[src/rtl/instruction_fetch.sv]
// Instruction fetch sequencer: issues word requests at the current PC, holds the
// returned instruction for decode, and squashes in-flight fetches on redirect.
module instruction_fetch #(
  parameter int WORD_SIZE = 16
) (
  input  logic                 clk,
  input  logic                 rst,
  input  logic                 fetch_en,
  input  logic [WORD_SIZE-1:0] pc_in,
  output logic                 inc_pc,
  output logic                 load_pc,
  output logic [WORD_SIZE-1:0] pc_data,
  input  logic                 redirect,
  input  logic [WORD_SIZE-1:0] redirect_addr,
  output logic                 mem_req,
  output logic [WORD_SIZE-1:0] mem_addr,
  input  logic                 mem_ack,
  input  logic [WORD_SIZE-1:0] mem_rdata,
  output logic                 instr_valid,
  output logic [WORD_SIZE-1:0] instr,
  output logic [WORD_SIZE-1:0] instr_pc,
  input  logic                 instr_ready
);

  typedef enum logic [1:0] {
    IDLE    = 2'd0,
    REQ     = 2'd1,
    HOLD    = 2'd2,
    DISCARD = 2'd3
  } state_t;

  state_t               state_r;
  logic                 mem_req_r;
  logic                 instr_valid_r;
  logic [WORD_SIZE-1:0] mem_addr_r;
  logic [WORD_SIZE-1:0] instr_r;
  logic [WORD_SIZE-1:0] instr_pc_r;
  logic                 inc_pc_s;

  // PC increment fires in the ack cycle of a live fetch; gated by rst so reset blocks it without a clock
  always_comb begin
    inc_pc_s = 1'b0;
    if (rst && (state_r == REQ) && mem_ack && !redirect) begin
      inc_pc_s = 1'b1;
    end else begin
      inc_pc_s = 1'b0;
    end
  end

  // Fetch FSM with registered memory request, address and instruction outputs
  always_ff @(posedge clk or negedge rst) begin
    if (!rst) begin
      state_r       <= IDLE;
      mem_req_r     <= 1'b0;
      instr_valid_r <= 1'b0;
      mem_addr_r    <= {WORD_SIZE{1'b0}};
      instr_r       <= {WORD_SIZE{1'b0}};
      instr_pc_r    <= {WORD_SIZE{1'b0}};
    end else begin
      case (state_r)
        IDLE: begin
          if (fetch_en && !redirect) begin
            state_r    <= REQ;
            mem_req_r  <= 1'b1;
            mem_addr_r <= pc_in;
          end
        end
        REQ: begin
          if (redirect) begin
            // An unacked request cannot be withdrawn, so its response is drained in DISCARD
            if (mem_ack) begin
              state_r   <= IDLE;
              mem_req_r <= 1'b0;
            end else begin
              state_r <= DISCARD;
            end
          end else if (mem_ack) begin
            state_r       <= HOLD;
            mem_req_r     <= 1'b0;
            instr_valid_r <= 1'b1;
            instr_r       <= mem_rdata;
            instr_pc_r    <= mem_addr_r;
          end
        end
        HOLD: begin
          if (redirect) begin
            state_r       <= IDLE;
            instr_valid_r <= 1'b0;
          end else if (instr_ready) begin
            instr_valid_r <= 1'b0;
            if (fetch_en) begin
              state_r    <= REQ;
              mem_req_r  <= 1'b1;
              mem_addr_r <= pc_in;
            end else begin
              state_r <= IDLE;
            end
          end
        end
        DISCARD: begin
          if (mem_ack) begin
            state_r   <= IDLE;
            mem_req_r <= 1'b0;
          end
        end
        default: begin
          state_r       <= IDLE;
          mem_req_r     <= 1'b0;
          instr_valid_r <= 1'b0;
        end
      endcase
    end
  end

  assign inc_pc      = inc_pc_s;
  assign load_pc     = redirect;
  assign pc_data     = redirect_addr;
  assign mem_req     = mem_req_r;
  assign mem_addr    = mem_addr_r;
  assign instr_valid = instr_valid_r;
  assign instr       = instr_r;
  assign instr_pc    = instr_pc_r;

endmodule

[config.mk]
export PLATFORM = sky130hd
export DESIGN_NAME = instruction_fetch
export DESIGN_NICKNAME = d
export VERILOG_FILES = /design/src/rtl/instruction_fetch.sv
export SDC_FILE = /design/constraint.sdc
export NUM_CORES = 1
export LEC_CHECK = 0
export CAP_MARGIN = 5
export CORE_MARGIN = 3
export CORE_UTILIZATION = 42
export CTS_CLUSTER_SIZE = 28
export DETAILED_ROUTE_END_ITERATION = 8
export GPL_TIMING_DRIVEN = 0
export PLACE_DENSITY = 0.9
export SKIP_CTS_REPAIR_TIMING = 1
export SLEW_MARGIN = 20
export SYNTH_ARGS = -nofsm -noshare
export SYNTH_HDL_FRONTEND = slang
export SYNTH_SLANG_ARGS = --single-unit
[constraint.sdc]
create_clock -name clk -period 4.5 [get_ports clk]
set_clock_uncertainty 0.15 [all_clocks]
set_input_delay 0.45 -clock clk [delete_from_list [all_inputs] [get_ports clk]]
set_output_delay 0.45 -clock clk [all_outputs]
set_load 0.1 [all_outputs]
==> results.sh, run 1 <==
export IMPL_syn_nets=195
export IMPL_crit_required_ps=3900
export IMPL_dieArea_sq_um=6360
export IMPL_setup_viol=0
export IMPL_slew_headroom_pct=33.6
export IMPL_synth_xor_area_share_pct=0
export IMPL_postRouteAntennaNets=0
export IMPL_initial_utilization_pct=44.1
export IMPL_wl_mm=4.80
export IMPL_post_route_period_util_pct=77.1
export IMPL_coreArea_sq_um=5170
export IMPL_clk_latency_ps=290
export IMPL_synth_cell_type_count=19
export IMPL_track_usage_pct=15.2
export IMPL_vias=1514
export IMPL_cts_htree_levels=2
export IMPL_ctsLongestPathBuffers=2
export IMPL_vias_per_cell=4.67
export IMPL_cts_made_buffers=5
export IMPL_drc=0
export IMPL_synth_fa_ha_area_share_pct=0
export IMPL_netlist_instances=141
export IMPL_crit_path_start="redirect"
export IMPL_hold_class="in -> async"
export IMPL_cp_end_kind="output port"
export IMPL_worst_slew_pin_slew_ps=992
export IMPL_fin_hold_ws_ps=17.6
export IMPL_root_buffer="clkbuf_8"
export IMPL_rsz0062_at_grt="no"
export IMPL_antenna_found_initial=0
export IMPL_cp_start_kind="input port"
export IMPL_synth_simple_area_share_pct=3.56
export IMPL_cp_data_arrival_time_ps=2870
export IMPL_clkTransAtPathRegs_ps=90
export IMPL_grt_pass1_vias=1543
export IMPL_synth_area_mux_share_pct=28.4
export IMPL_yosysSeqAreaShare_pct=57.0
export IMPL_syn_avg_cell_area_sq_um=16.2
export IMPL_grt_max_degree=54
export IMPL_finalHoldViolCount=0
export IMPL_gp_congestion=0.701
export IMPL_firstDrtPassIters=4
export IMPL_routedWlPerCell_um=14.8
export IMPL_clock_sinks=52
export IMPL_grt_ovfl_total=0
export IMPL_cp_max_fo=10
export IMPL_cts_tree="yes"
export IMPL_cap_violations=0
export IMPL_yosys_warnings=0
export IMPL_diodes=0
export IMPL_tns_ps=0
export IMPL_io_buffers=105
export IMPL_status="finished, final reports clean"
export IMPL_die_height_um=79.7
export IMPL_max_freq_mhz=288
export IMPL_placed_cells_incl_taps=316
export IMPL_fin_nets=307
export IMPL_ios=122
export IMPL_core_rowCount=26
export IMPL_chipWidth_um=79.7
export IMPL_synth_top_family_by_area="multiplexers"
export IMPL_syn2layout_area_growth_pct=53.8
export IMPL_hpwl_mm=3.65
export IMPL_layout_cells_non_filler=324
export IMPL_drive_above_1_share_pct=31.9
export IMPL_drt_iter0_drc=35
export IMPL_synth_compound_area_share_pct=1.64
export IMPL_syn_area_sq_um=2280
export IMPL_ys_ff_latch=52
export IMPL_finalCriticalPeriod_ps=3470
export IMPL_path_class="in -> out"
export IMPL_finalMaxSlewViolations=0
export IMPL_r2r_start="state_r[0]"
export IMPL_grt_pass1_wl_mm=7.33
==> cell usage in the layout, fill, tap and decap left out <==
cell type / netlist / final
and2_1: 1 / 1
buf_12: 3 / 3
inv_1: 1 / 1
a31oi_1: 1 / 1
or2b_1: 1 / 1
buf_4: 17 / 18
clkinv_2: 0 / 2
mux2_4: 29 / 29
or3b_2: 1 / 1
clkbuf_8: 0 / 6
nand2b_1: 1 / 1
and4bb_1: 1 / 1
buf_6: 2 / 2
mux2_2: 19 / 19
dfrtp_1: 52 / 52
nand3_4: 1 / 1
nand2_1: 4 / 4
nor2_1: 2 / 2
clkdlybuf4s50_1: 0 / 104
a22o_1: 1 / 1
o31ai_1: 1 / 1
o21ai_0: 3 / 3
==> worst max-delay path, cell delays in order <==
cell	delay, ps
clkdlybuf4s50_1	520
and4bb_1	330
buf_6	150
buf_12	150
and2_1	130
clkdlybuf4s50_1	1130
==> cell usage after synthesis (all sizes together) <==
master / instances / area [sq um]
a22o: 1 / 8.76
a31oi: 1 / 6.26
and2: 1 / 6.26
and4bb: 1 / 12.5
buf: 22 / 210
dfrtp: 52 / 1300
inv: 1 / 3.75
mux2: 48 / 649
nand2: 4 / 15.0
nand2b: 1 / 6.26
nand3: 1 / 17.5
nor2: 2 / 7.51
o21ai: 3 / 15.0
o31ai: 1 / 7.51
or2b: 1 / 7.51
or3b: 1 / 8.76
==> layout make-up <==
| cell class | count | area, sq um |
|---|---|---|
| fillers | 375 | 1660 |
| clock inverters | 2 | 10.0 |
| clock buffers | 6 | 82.6 |
| repair buffers | 105 | 1050 |
| inverters | 1 | 3.75 |
| well taps | 70 | 87.6 |
| flip-flops and latches | 52 | 1300 |
| multi-input cells | 66 | 768 |
| plain buffers | 22 | 210 |
==> stage by stage <==
step           utilization (%)  setup WS (ps)  instance area [sq um]
2_1_floorplan                -           2150                   2280
3_3_place_gp              66.2           -124                   3420
3_5_place_dp              66.1           1030                   3420
4_1_cts                   67.9           1020                   3510
5_1_grt                   67.9            963                   3510
6_report                  67.9           1030                   3510
==> kinds of logic after synthesis <==
family,after synthesis
and+or+nand+nor,12
muxes,48
AOI/OAI and AO/OA,6
buffers and inverters,23
DFF,52
==> sequential cells by signal, indices dropped and copies added (netlist names) <==
name and flops:
mem_req 1, state_r 2, instr 16, mem_addr 16
instr_pc 16, instr_valid 1
==> path summary, 6_finish.rpt <==
check	endpoint	slack, ps	cells past startpoint
min	instr[3]	20	1
max	inc_pc	1030	6
min reg2reg	mem_req	340	2
max in group asynchronous	mem_addr[13]	3750	1
min in group clk	mem_req	340	2
max reg2reg	mem_addr[13]	2900	4
==> routing by layer <==
layer	vias to the layer above	part of all wire (%)	track usage, %	wire [um]
met5	-	0	0	0
li1	691	-	-	-
met3	5	11	6.77	508
met1	729	41	18.7	1960
met4	0	0.65	3.04	31
met2	89	48	24.9	2300
Power of run 1 is not shown: default switching activity piles up to over one toggle a cycle in this logic, so the estimate is an artifact.
==> run 2: changes to the inputs <==
- CORE_UTILIZATION: 42 -> 39
- PLACE_DENSITY: 0.9 -> 0.85
- clock period: 4.5 -> 3.33 ns (I/O delays scaled with it)
==> run 2 against run 1 <==
  * Cell count grew 1.2%
  * Sequential share of layout area shrank 0.40 points
  * Sequential cell count is the same
  * Highest routed layer is now met3
  * First-iteration DRC count shrank 37%
  * Critical path depth is the same
  * Worst setup slack lost 940 ps
  * Routed wire length grew 3.0%
==> results.sh, run 2 (same netlist as run 1, synthesis figures left out) <==
export IMPL_status="finished, final reports clean"
export IMPL_dp_slack_ps=105
export IMPL_grt_pass1_wl_mm=7.26
export IMPL_crit_top_cell="clkdlybuf4s50_1"
export IMPL_worst_slew_pin_slew_ps=997
export IMPL_post_route_period_util_pct=97.3
export IMPL_hpwl_mm=3.64
export IMPL_layout_cells_non_filler=328
export IMPL_final_common_cell="clkdlybuf4s50_1"
export IMPL_crit_path_start="redirect"
export IMPL_finalHoldViolCount=0
export IMPL_r2r_start="state_r[0]"
export IMPL_placed_cells_incl_taps=318
export IMPL_fillers=438
export IMPL_wl_mm=4.95
export IMPL_wl_met3_um=556
export IMPL_path_class="in -> out"
export IMPL_min_from="mem_req"
export IMPL_max_stage_delay_ps=1130
export IMPL_vias_per_cell=4.60
export IMPL_drive_above_1_share_pct=32.0
export IMPL_fin_nets=309
export IMPL_ctsLongestPathBuffers=2
export IMPL_cp_top_family="buffers and inverters"
export IMPL_cp_data_arrival_time_ps=2760
export IMPL_cp_num_buf_inv=4
export IMPL_antenna_found_initial=0
export IMPL_grt_max_degree=54
export IMPL_gp_congestion=0.634
export IMPL_die_height_um=82.5
export IMPL_crit_required_ps=2850
export IMPL_wl_met1_mm=2.06
export IMPL_cp_start_kind="input port"
export IMPL_clkTransAtPathRegs_ps=90
export IMPL_diodes=0
export IMPL_syn2layout_area_growth_pct=55.5
export IMPL_finalCriticalPeriod_ps=3240
export IMPL_cts_made_buffers=5
export IMPL_drc=0
export IMPL_cp_max_fo=10
export IMPL_rsz0062_at_grt="no"
export IMPL_path_cells="clkdlybuf4s50_1 -> and4bb_1 -> buf_6 -> buf_12 -> and2_1 -> clkdlybuf4s50_1"
export IMPL_cpMaxStageDelayCell="clkdlybuf4s50_1"
export IMPL_cap_violations=0
export IMPL_final_cell_mix="clkdlybuf4s50_1 (104), dfrtp_1 (52), mux2_4 (29)"
export IMPL_top_layer="met3"
export IMPL_grt_ovfl_total=0
export IMPL_finalMaxSlewViolations=0
export IMPL_core_rowCount=27
export IMPL_track_usage_pct=14.1
export IMPL_tns_ps=0
export IMPL_cts_htree_levels=2
export IMPL_firstDrtPassIters=4
export IMPL_setup_viol=0
export IMPL_initial_utilization_pct=41.0
export IMPL_max_freq_mhz=309
export IMPL_clk_latency_ps=300
export IMPL_vias=1509
export IMPL_chipWidth_um=82.5
export IMPL_cts_tree="yes"
export IMPL_finalWorstSetupSlack_ps=90.3
export IMPL_routedWlPerCell_um=15.1
export IMPL_root_buffer="clkbuf_8"
export IMPL_drt_iter0_drc=22
export IMPL_clock_sinks=52
export IMPL_final_core_utilization_pct=63.7
export IMPL_ios=122
export IMPL_io_buffers=105
export IMPL_hold_class="reg -> reg"
export IMPL_cp_end_kind="output port"
export IMPL_wl_met2_mm=2.33
export IMPL_dieArea_sq_um=6810
export IMPL_coreArea_sq_um=5570
export IMPL_grt_pass1_vias=1533
export IMPL_slew_headroom_pct=33.3
export IMPL_postRouteAntennaNets=0
run 2: cell types whose count changed in the layout (fill, tap and decap cells not counted):
| cell | before | now |
|---|---|---|
| buf_16 | 0 | 1 |
| clkbuf_8 | 6 | 5 |
| clkinv_2 | 2 | 1 |
| clkinv_4 | 0 | 1 |
| dlygate4sd3_1 | 0 | 1 |
| inv_6 | 0 | 1 |
run 2: worst min-delay path: cells and delay by family (launching register included):
kind	cells	cell delay, ps
flops	1	350
simple gates	2	100
run 2: layout make-up:
class,instances,area (sq um),share of cell area (%)
tap,72,90.1,2.54
clock buffer,5,68.8,1.94
buffer,22,210,5.92
clock inverter,3,22.5,0.634
inverter,1,3.75,0.106
multi-input combinational,66,768,21.6
sequential,52,1300,36.6
timing repair buffer,107,1090,30.6
run 2: routing by layer:
layer  GRT usage, %  vias up
met2           22.6       83
met1           18.0      725
met5              0        -
li1               -      701
met4           2.94        0
met3           5.53        0
run 2: worst paths after layout:
kind / end / slack (ps) / depth (start not counted)
max in group asynchronous: instr[11] / 2360 / 3
setup reg to reg: mem_addr[1] / 1720 / 4
setup / recovery: inc_pc / 90 / 6
min in group asynchronous: instr[8] / 420 / 3
hold / removal: mem_req / 330 / 2
hold reg to reg: mem_req / 330 / 2
run 2: per-stage QoR:
step                hold slack (ps)  instance area, sq um
floorplan                      -113                  2280
global placement                310                  3420
detailed placement              255                  3420
CTS                           -83.2                  3510
global route                    377                  3550
finish                          334                  3550
Power of run 2 is left out for the same reason.
==> run 3: changes to the inputs <==
- CORE_ASPECT_RATIO: not set -> 0.8
==> run 3 against run 2 <==
  * Core utilization is 0.19 points higher
  * Largest cell class unchanged
  * Worst setup slack gained 390 ps
  * First-iteration DRC count rose by 14%
  * Global-route usage grew 0.075 points
  * Count of clock-buffer cells in the layout up 1
==> results.sh, run 3 (same netlist as run 1, synthesis figures left out) <==
export IMPL_path_class="in -> out"
export IMPL_crit_required_ps=2850
export IMPL_dieArea_sq_um=6810
export IMPL_worstRegToRegCells=4
export IMPL_core_rowCount=24
export IMPL_use_met3_pct=5.06
export IMPL_gp_congestion=0.757
export IMPL_track_usage_pct=14.1
export IMPL_initial_utilization_pct=41.1
export IMPL_cts_tree="yes"
export IMPL_vias=1479
export IMPL_die_height_um=74.4
export IMPL_cts_made_buffers=5
export IMPL_drive_above_1_share_pct=31.4
export IMPL_cts_htree_levels=2
export IMPL_max_stage_delay_ps=750
export IMPL_cpMaxStageDelayCell="dlymetal6s2s_1"
export IMPL_status="finished, final reports clean"
export IMPL_diodes=0
export IMPL_setup_viol=0
export IMPL_fillers=426
export IMPL_hold_depth=2
export IMPL_cp_max_fo=10
export IMPL_grtUsageMet2_pct=21.8
export IMPL_grt_pass1_vias=1533
export IMPL_finalMaxSlewViolations=0
export IMPL_tns_ps=0
export IMPL_grt_max_degree=54
export IMPL_firstDrtPassIters=4
export IMPL_io_buffers=105
export IMPL_final_common_cell="clkdlybuf4s50_1"
export IMPL_finalHoldViolCount=0
export IMPL_antenna_found_initial=0
export IMPL_grt_ovfl_total=0
export IMPL_grt_busiest_layer="met2"
export IMPL_ios=122
export IMPL_hold_class="reg -> reg"
export IMPL_slew_headroom_pct=33.0
export IMPL_finalCriticalPeriod_ps=2850
export IMPL_root_buffer="clkbuf_8"
export IMPL_cp_end_kind="output port"
export IMPL_clk_latency_ps=290
export IMPL_hpwl_mm=3.62
export IMPL_final_cell_mix="clkdlybuf4s50_1 (103), dfrtp_1 (52), mux2_4 (29)"
export IMPL_postRouteAntennaNets=0
export IMPL_post_route_period_util_pct=85.7
export IMPL_routedWlPerCell_um=14.5
export IMPL_cp_data_arrival_time_ps=2370
export IMPL_max_freq_mhz=351
export IMPL_drc=0
export IMPL_cap_violations=0
export IMPL_grt_pass1_wl_mm=7.59
export IMPL_drt_iter0_drc=25
export IMPL_use_met1_pct=19.7
export IMPL_chipWidth_um=91.6
export IMPL_clock_sinks=52
export IMPL_wl_mm=4.84
export IMPL_path_cells="clkdlybuf4s50_1 -> and4bb_1 -> buf_6 -> buf_12 -> and2_1 -> dlymetal6s2s_1"
export IMPL_multi_input_area_sq_um=768
export IMPL_seqCellArea_sq_um=1300
export IMPL_rsz0062_at_grt="no"
export IMPL_worst_slew_pin_slew_ps=1000
export IMPL_ctsLongestPathBuffers=2
export IMPL_cp_start_kind="input port"
export IMPL_coreArea_sq_um=5560
export IMPL_clkTransAtPathRegs_ps=90
export IMPL_vias_per_cell=4.44
export IMPL_fin_nets=308
export IMPL_syn2layout_area_growth_pct=55.5
==> run 3: cell types whose count changed in the layout (fill, tap and decap cells not counted), sizes merged <==
cell / delta
dlymetal6s2s: +1
buf: -1
clkdlybuf4s50: -1
bufinv: +1
clkinv: -1
inv: -1
clkbuf: +1
==> run 3: area by class of cell <==
cell class | count | share of cell area (%)
tap | 78 | 2.75
multi-input combinational | 66 | 21.6
buffer | 22 | 5.92
clock inverter | 2 | 0.987
clock buffer | 6 | 2.04
timing repair buffer | 106 | 29.9
inverter | 1 | 0.106
sequential | 52 | 36.7
==> run 3: path summary, 6_finish.rpt <==
check / start / to / slack, ps
setup / recovery: redirect / inc_pc / 480
hold / removal: mem_req / mem_req / 330
min in group asynchronous: rst / mem_req / 440
max in group asynchronous: rst / instr[6] / 2150
setup reg to reg: state_r[0] / mem_addr[0] / 1720
hold reg to reg: mem_req / mem_req / 330
==> run 3: stage by stage <==
step | instance area [sq um] | setup WS (ps) | hold WS, ps | cells | util [%]
floorplan | 2280 | 1170 | -113 | 141 | -
global placement | 3430 | -1140 | 311 | 324 | 61.8
detailed placement | 3430 | 70.3 | 258 | 324 | 61.7
CTS | 3540 | 66.1 | -70.4 | 332 | 63.7
global route | 3550 | 343 | 360 | 333 | 63.9
finish | 3550 | 477 | 331 | 333 | 63.9
==> run 3: metal layers <==
| metal | up-vias | part of all wire, % |
|---|---|---|
| met1 | 706 | 45 |
| met3 | 2 | 9.4 |
| met5 | - | 0 |
| met4 | 0 | 0.27 |
| li1 | 694 | - |
| met2 | 77 | 45 |
==> run 3: critical path, delay by kind of cell <==
family                 cells  cell delay [ps]
buffers and inverters      4             1560
and+or+nand+nor            2              460
Power of run 3 is left out for the same reason.
